$ cat src/rtl/toggle_rx_deframer.sv
// toggle_rx_deframer
// Receive side of the toggle line code: a line toggle decodes to 1 and a held
// level decodes to 0. Hunts for SYNC_WORD, then assembles FRAME_BYTES LSB-first
// bytes and offers each through a one-entry valid/ready holding register.
// Optional build macro: TOGGLE_RX_DESTUFF_EN (drop the 0 stuffed after six
// consecutive 1s; a seventh 1 is a stuffing violation).
//
// state   | meaning
// --------+-----------------------------------------------------------
// ST_HUNT | searching the decoded stream for SYNC_WORD
// ST_DATA | sync found, shifting in FRAME_BYTES data bytes
module toggle_rx_deframer #(
   parameter logic [7:0] SYNC_WORD   = 8'hA5,
   parameter int         FRAME_BYTES = 4
) (
   input  logic       clk,
   input  logic       areset_n,
   input  logic       line_in,
   input  logic       line_vld,
   output logic [7:0] rx_data,
   output logic       rx_valid,
   input  logic       rx_ready,
   output logic       locked,
   output logic       err_ovf,
   output logic       err_stuff
);

   typedef enum logic {
      ST_HUNT = 1'b0,
      ST_DATA = 1'b1
   } state_t;

   localparam logic [7:0] FRAME_LAST = 8'(FRAME_BYTES - 1);

   state_t     state;
   state_t     state_nxt;
   logic       prev_line;
   logic [7:0] sr;
   logic [2:0] bit_cnt;
   logic [7:0] byte_cnt;

   logic       dec_bit;
   logic [7:0] sr_shift;
   logic       bit_keep;
   logic       stuff_abort;
   logic       sync_hit;
   logic       byte_done;

   assign dec_bit  = line_in ^ prev_line;
   assign sr_shift = {dec_bit, sr[7:1]};

`ifdef TOGGLE_RX_DESTUFF_EN
   logic [2:0] ones_cnt;
   logic       stuff_drop;

   assign stuff_drop  = line_vld && (ones_cnt == 3'd6) && !dec_bit;
   assign stuff_abort = line_vld && (ones_cnt == 3'd6) && dec_bit;
   assign bit_keep    = line_vld && !stuff_drop && !stuff_abort;

   // run length of consecutive decoded 1s; a dropped or violating bit ends the run
   always_ff @(posedge clk or negedge areset_n) begin
      if (!areset_n) begin
         ones_cnt <= 3'd0;
      end else if (stuff_drop || stuff_abort) begin
         ones_cnt <= 3'd0;
      end else if (line_vld) begin
         ones_cnt <= dec_bit ? ones_cnt + 3'd1 : 3'd0;
      end
   end

   // one-cycle violation pulse, the cycle after the offending sample
   always_ff @(posedge clk or negedge areset_n) begin
      if (!areset_n) begin
         err_stuff <= 1'b0;
      end else begin
         err_stuff <= stuff_abort;
      end
   end
`else
   assign stuff_abort = 1'b0;
   assign bit_keep    = line_vld;
   assign err_stuff   = 1'b0;
`endif

   // state register
   always_ff @(posedge clk or negedge areset_n) begin
      if (!areset_n) begin
         state <= ST_HUNT;
      end else begin
         state <= state_nxt;
      end
   end

   // next state plus the sync / byte-complete strobes that drive the datapath
   always_comb begin
      state_nxt = state;
      sync_hit  = 1'b0;
      byte_done = 1'b0;
      if (stuff_abort) begin
         state_nxt = ST_HUNT;
      end else if (bit_keep) begin
         case (state)
            ST_HUNT: begin
               if (sr_shift == SYNC_WORD) begin
                  sync_hit  = 1'b1;
                  state_nxt = ST_DATA;
               end
            end
            ST_DATA: begin
               if (bit_cnt == 3'd7) begin
                  byte_done = 1'b1;
                  if (byte_cnt == FRAME_LAST) begin
                     state_nxt = ST_HUNT;
                  end
               end
            end
            default: state_nxt = ST_HUNT;
         endcase
      end
   end

   // line decode history and the shared sync/data shift register
   always_ff @(posedge clk or negedge areset_n) begin
      if (!areset_n) begin
         prev_line <= 1'b0;
         sr        <= 8'd0;
      end else begin
         if (line_vld) begin
            prev_line <= line_in;
         end
         if (stuff_abort) begin
            sr <= 8'd0;
         end else if (bit_keep) begin
            sr <= sr_shift;
         end
      end
   end

   // bit and byte position within the frame; both restart on a sync match
   always_ff @(posedge clk or negedge areset_n) begin
      if (!areset_n) begin
         bit_cnt  <= 3'd0;
         byte_cnt <= 8'd0;
      end else if (sync_hit) begin
         bit_cnt  <= 3'd0;
         byte_cnt <= 8'd0;
      end else if (bit_keep && (state == ST_DATA)) begin
         bit_cnt <= bit_cnt + 3'd1;
         if (byte_done) begin
            byte_cnt <= byte_cnt + 8'd1;
         end
      end
   end

   // one-entry holding register; a full register drops the new byte, not the old
   always_ff @(posedge clk or negedge areset_n) begin
      if (!areset_n) begin
         rx_data  <= 8'd0;
         rx_valid <= 1'b0;
         err_ovf  <= 1'b0;
      end else begin
         err_ovf <= 1'b0;
         if (byte_done) begin
            if (!rx_valid || rx_ready) begin
               rx_data  <= sr_shift;
               rx_valid <= 1'b1;
            end else begin
               err_ovf <= 1'b1;
            end
         end else if (rx_ready) begin
            rx_valid <= 1'b0;
         end
      end
   end

   assign locked = (state == ST_DATA);

endmodule
$ cat config.mk
export PLATFORM = sky130hd
export DESIGN_NAME = toggle_rx_deframer
export DESIGN_NICKNAME = d
export VERILOG_FILES = /design/src/rtl/toggle_rx_deframer.sv
export SDC_FILE = /design/constraint.sdc
export NUM_CORES = 1
export LEC_CHECK = 0
export BUFFER_PORTS_ARGS = -buffer_cell sky130_fd_sc_hd__buf_2
export CORE_MARGIN = 2
export CORE_UTILIZATION = 55
export DETAILED_ROUTE_END_ITERATION = 16
export GPL_ROUTABILITY_DRIVEN = 1
export PLACE_DENSITY = 0.76
export SKIP_CTS_REPAIR_TIMING = 1
export SYNTH_ARGS = -nofsm -noshare
export SYNTH_HDL_FRONTEND = slang
export SYNTH_SLANG_ARGS = --single-unit
$ cat constraint.sdc
create_clock -name clk -period 1.7 [get_ports clk]
set_input_delay 0.085 -clock clk [delete_from_list [all_inputs] [get_ports clk]]
set_output_delay 0.085 -clock clk [all_outputs]
set_load 0.05 [all_outputs]
==> impl_metrics.py, run 1 <==
metrics = {
    "clocking": {
        "clk_pin_slew_ps": 90,
        "root_buffer": "clkbuf_4",
        "htree_levels": 2,
        "clock_latency_ps": 330,
        "clock-sinks": 30,
        "cts_buffers": 5,
        "cts_tree": "done",
        "clk_path_buf_depth": 2,
    },
    "floorplan": {
        "initial_core_util_pct": 59.60,
        "fp-row-count": 17,
        "pin_count": 17,
        "dieArea_sq_mm": 0.002855,
        "dieWidth_um": 53.43,
        "die_y_um": 53.43,
        "core_sq_mm": 0.002255,
    },
    "timing": {
        "slew_headroom_pct": 55.50,
        "timing.final.crit_share_pct": 94.55,
        "min_period_ps": 1607,
        "skew_ps": 11.60,
        "tightestPinTransition_ps": 667.5,
        "drv_slew": 0,
        "tns_ps": 0,
        "setup_viol": 0,
        "final_hold_viol_count": 0,
        "clock.fmax_mhz": 622.1,
        "rsz0062_at_grt": "no",
    },
    "global_routing": {
        "grt_pass1_vias": 926,
        "antenna_found_initial": 0,
        "grt_max_degree": 31,
        "track_usage_pct": 20.38,
        "grt_overflow": 0,
        "grt_pass1_wl_um": 3988,
    },
    "worst_setup_path": {
        "r2r_cells": 5,
        "cp.arrival_ps": 1870,
        "worstSetupStartpointType": "flip-flop",
        "critical_path_class": "reg -> reg",
        "cp_max_fo": 6,
        "cp-end-kind": "flip-flop",
        "crit_top_cell": "ha_1",
        "cp_cell_sequence": "ha_1, ha_1, nand2_1, or4_4, a21oi_2",
        "cp_data_required_time_ps": 1960,
        "cpMaxStageDelayCell": "or4_4",
        "max_stage_delay_ps": 530,
    },
    "routing": {
        "drtAntennaViolNets": 0,
        "wl_um": 2337,
        "drt-initial-drc-count": 5,
        "drcViolationCount": 0,
        "num_vias": 906,
        "first_pass_iters": 4,
        "viasPerCell": 5.593,
        "wl_per_cell_um": 14.43,
    },
    "power": {
        "leakagePower_nw": 0.7285,
        "peakVddDrop_mv": 0.8572,
        "p_per_area_mw_per_mm2": 1314,
    },
    "cells_and_area": {
        "area_growth_pct": 12.66,
        "drive_gt1_share_pct": 29.85,
        "n_antenna_cell": 0,
        "final_util_pct": 67.15,
        "num-nets-final": 141,
        "regArea_sq_um": 750.7,
        "stdcell_count": 162,
        "multi_input_area_sq_um": 545.5,
        "num-fill-cells": 189,
    },
    "logic_synthesis": {
        "post_synth_instance_area_sq_mm": 0.001344,
        "synth_top_area_cell": "dfrtp_1",
        "synth_edf_count": 0,
        "synth_area_leaders": "dfrtp_1 56%, mux2_1 5.9%, mux2_2 5.9%",
        "synth_ff_type": "dfrtp_1",
        "syn-num-nets": 120,
        "syn_inst": 112,
        "async_reset_ff_share_pct": 100.0,
        "ys_types": 35,
        "yosysWarnings": 0,
        "yosysSeqAreaShare_pct": 55.87,
        "yosysTopAreaCellShare_pct": 55.87,
        "synth_most_common_cell": "dfrtp_1",
        "synth-seq-cells": 30,
        "syn_area_per_cell_sq_um": 12.00,
        "synth_top_cells_by_count": "30 x dfrtp_1, 10 x nand2_1, 7 x mux2_1, 7 x mux2_2",
    },
    "status": {
        "status": "finished, final reports clean",
    },
    "place": {
        "dp_hpwl_um": 1649,
        "gp_congestion": 0.6724,
        "dp.cells": 153,
        "io_buffers": 15,
    },
    "job": {
        "max_cap_viol_count": 0,
    },
    "min_path": {
        "holdPathStages": 2,
        "hp-class": "in -> reg",
    },
}
## layout by cell type, fill, tap and decap left out, types with 2 or more instances in the layout
master	count
nor2_1	3
or3_1	3
mux2_2	7
mux2_1	7
o31ai_1	2
o21ai_0	5
clkbuf_4	5
nand2_1	10
dfrtp_1	30
nand4_1	4
nand2b_1	2
ha_1	3
or2_2	2
inv_1	2
o21ai_1	2
buf_4	4
buf_2	15
a21oi_1	5
nand3_1	2
## critical path, delay by kind of cell (launching register included)
kind	cells	cell delay, ps
AO/OA/AOI/OAI	1	140
flip-flops	1	380
AND/OR/NAND/NOR	2	670
adder cells (fa/ha/maj)	2	360
## power breakdown
| group | internal, mW | total (mW) | leakage (nW) | switching (mW) |
|---|---|---|---|---|
| registers | 0.871 | 0.986 | 0.385 | 0.115 |
| clock network | 0.200 | 0.434 | 0.0353 | 0.234 |
| logic | 0.180 | 0.569 | 0.308 | 0.388 |
## metal layers
| metal | track usage (%) | part of all wire, % | vias to the layer above |
|---|---|---|---|
| li1 | - | - | 440 |
| met1 | 23.58 | 45 | 444 |
| met4 | 11.54 | 1.8 | 0 |
| met3 | 6.497 | 3.8 | 5 |
| met5 | 0 | 0 | - |
| met2 | 32.92 | 49 | 17 |
## kinds of logic (layout without fill, tap and decap cells)
kind of cell               count (synthesis)  in the layout  synth area share, %
AOI/OAI and AO/OA                         17             17                7.262
xor gates and xnor gates                   2              2                1.304
adders and majority gates                  3              3                2.794
buffers and inverters                      8             30                3.539
DFF                                       30             30                55.87
muxes                                     15             15                12.48
other                                      1              1               0.2791
and+or+nand+nor                           36             36                16.48
## worst paths after layout
kind,slack [ps],to,startpoint
min,20,prev_line$_DFFE_PN0P_,line_in
max,90,byte_cnt[7]$_DFFE_PN0P_,bit_cnt[0]$_DFFE_PN0P_
max reg2reg,90,byte_cnt[7]$_DFFE_PN0P_,bit_cnt[0]$_DFFE_PN0P_
min reg2reg,490,rx_data[2]$_DFFE_PN0P_,rx_data[2]$_DFFE_PN0P_
min in group asynchronous,310,byte_cnt[4]$_DFFE_PN0P_,areset_n
max in group asynchronous,950,sr[3]$_DFFE_PN0P_,areset_n
## state kept, by name, summed over array words and instances (netlist names)
name,count
byte_cnt,8
rx_data,8
sr,7
bit_cnt,3
err_ovf,1
locked,1
prev_line,1
rx_valid,1
## area by class of cell
cell class | instances | area share [%]
clock buffer | 7 | 3.636
clock inverter | 1 | 0.3306
inverter | 2 | 0.4959
multi-input combinational | 74 | 36.03
sequential | 30 | 49.59
tap | 28 | 2.314
timing repair buffer | 20 | 7.603
## per-stage QoR
step	cell area, sq um	setup WS (ps)	power (mW)	hold WS (ps)
2_1_floorplan	1344	1.129	1.422	-210.6
6_report	1514	92.59	1.989	18.48
3_5_place_dp	1444	98.86	1.579	149.3
3_3_place_gp	1444	138.4	1.552	140.0
4_1_cts	1504	82.14	2.015	-217.4
5_1_grt	1514	5.811	2.113	15.25
(Power assumes the default switching activity.)
==> inputs of run 2 (changes only) <==
RECOVER_POWER = 25   (was unset)
==> impl_metrics.py, run 2 (synthesis gave the netlist of run 1 again) <==
metrics = {
    "status": {
        "status": "finished, final reports clean",
    },
    "min_path": {
        "hp-class": "in -> reg",
    },
    "timing": {
        "final_hold_viol_count": 0,
        "skew_ps": 11.60,
        "drv_slew": 0,
        "tns_ps": 0,
        "setup_viol": 0,
        "clock.fmax_mhz": 622.1,
        "tightestPinTransition_ps": 742.8,
        "slew_headroom_pct": 50.48,
        "holdWs_ps": 18.48,
        "timing.final.crit_share_pct": 94.55,
        "rsz0062_at_grt": "no",
        "min_period_ps": 1607,
    },
    "routing": {
        "drtAntennaViolNets": 0,
        "drcViolationCount": 0,
        "first_pass_iters": 4,
        "drt-initial-drc-count": 5,
        "wl_per_cell_um": 14.42,
        "wl_um": 2336,
        "num_vias": 906,
        "viasPerCell": 5.593,
    },
    "global_routing": {
        "grt_overflow": 0,
        "antenna_found_initial": 0,
        "grt_max_degree": 31,
        "grt_use_met2_pct": 32.92,
        "grt_pass1_wl_um": 3988,
        "grt_util_met3_pct": 6.497,
        "grt_busiest_layer": "met2",
        "met1_usage_pct": 23.58,
        "grt_pass1_vias": 926,
        "track_usage_pct": 20.38,
    },
    "power": {
        "leakagePower_nw": 0.7287,
        "p_per_area_mw_per_mm2": 1314,
        "peakVddDrop_mv": 0.8572,
    },
    "clocking": {
        "clk_pin_slew_ps": 90,
        "cts_buffers": 5,
        "cts_tree": "done",
        "htree_levels": 2,
        "clock-sinks": 30,
        "clock_latency_ps": 330,
        "root_buffer": "clkbuf_4",
        "clk_path_buf_depth": 2,
    },
    "cells_and_area": {
        "final_common_cell": "dfrtp_1",
        "reg_top3": "byte_cnt (8), rx_data (8), sr (7)",
        "n_antenna_cell": 0,
        "most-common-layout-cells": "30 x dfrtp_1, 14 x buf_2, 10 x nand2_1",
        "drive_gt1_share_pct": 29.85,
        "final_util_pct": 67.15,
        "area_growth_pct": 12.66,
        "num-nets-final": 141,
    },
    "floorplan": {
        "core_sq_mm": 0.002255,
        "dieArea_sq_mm": 0.002855,
        "dieWidth_um": 53.43,
        "pin_count": 17,
        "initial_core_util_pct": 59.60,
        "die_y_um": 53.43,
        "fp-row-count": 17,
    },
    "worst_setup_path": {
        "critical_path_class": "reg -> reg",
        "worstSetupStartpointType": "flip-flop",
        "cp_data_required_time_ps": 1960,
        "cp.arrival_ps": 1870,
        "cp_cell_sequence": "ha_1, ha_1, nand2_1, or4_4, a21oi_2",
        "cpMaxStageDelayCell": "or4_4",
        "crit_top_cell": "ha_1",
        "max_stage_delay_ps": 530,
        "cp_max_fo": 6,
        "cp-end-kind": "flip-flop",
    },
    "place": {
        "dp_hpwl_um": 1649,
        "io_buffers": 15,
        "gp_congestion": 0.6724,
    },
    "job": {
        "max_cap_viol_count": 0,
    },
}
## run 2: changes by cell type in the layout (fill, tap and decap cells not counted), sizes merged
cell / before / now
buf: 19 / 18
clkbuf: 7 / 8
## run 2: worst paths after layout
check                                        from                       to  slack (ps)  cells after the start
hold reg to reg            rx_data[2]$_DFFE_PN0P_   rx_data[2]$_DFFE_PN0P_         490                      1
hold / removal                            line_in    prev_line$_DFFE_PN0P_          20                      2
setup / recovery           bit_cnt[0]$_DFFE_PN0P_  byte_cnt[7]$_DFFE_PN0P_          90                      5
max in group asynchronous                areset_n        sr[3]$_DFFE_PN0P_         880                      2
min in group asynchronous                areset_n  byte_cnt[4]$_DFFE_PN0P_         340                      2
setup reg to reg           bit_cnt[0]$_DFFE_PN0P_  byte_cnt[7]$_DFFE_PN0P_          90                      5
## run 2: layout make-up
type	instances	area (sq um)
Fill cell	189	740.7
Multi-Input combinational cell	74	545.5
Clock inverter	1	5.005
Timing Repair Buffer	20	115.1
Tap cell	28	35.03
Sequential cell	30	750.7
Inverter	2	7.507
Clock buffer	7	55.05
## run 2: per-layer routing
metal	wire (um)	share of wire [%]
met5	0	0
met4	42	1.8
met3	88	3.8
met2	1151	49
met1	1054	45
## run 2: stage by stage
stage	cells	total power [mW]	worst slack [ps]	cell area, sq um
after floorplan	112	1.422	1.129	1344
after global placement	153	1.552	138.4	1444
after detailed placement	153	1.579	98.86	1444
after CTS	161	2.015	82.14	1504
after global routing	162	2.113	5.811	1514
final	162	1.989	92.59	1514
## run 2: power by group
part / switching, mW / total (mW) / internal, mW
clock network: 0.234 / 0.434 / 0.200
registers: 0.115 / 0.986 / 0.871
logic: 0.388 / 0.569 / 0.180
## run 2: critical path, delay by kind of cell (launching register included)
| family | cells | cell delay, ps |
|---|---|---|
| AND/OR/NAND/NOR | 2 | 670 |
| flip-flops | 1 | 380 |
| adder cells (fa/ha/maj) | 2 | 360 |
| AO/OA/AOI/OAI | 1 | 140 |
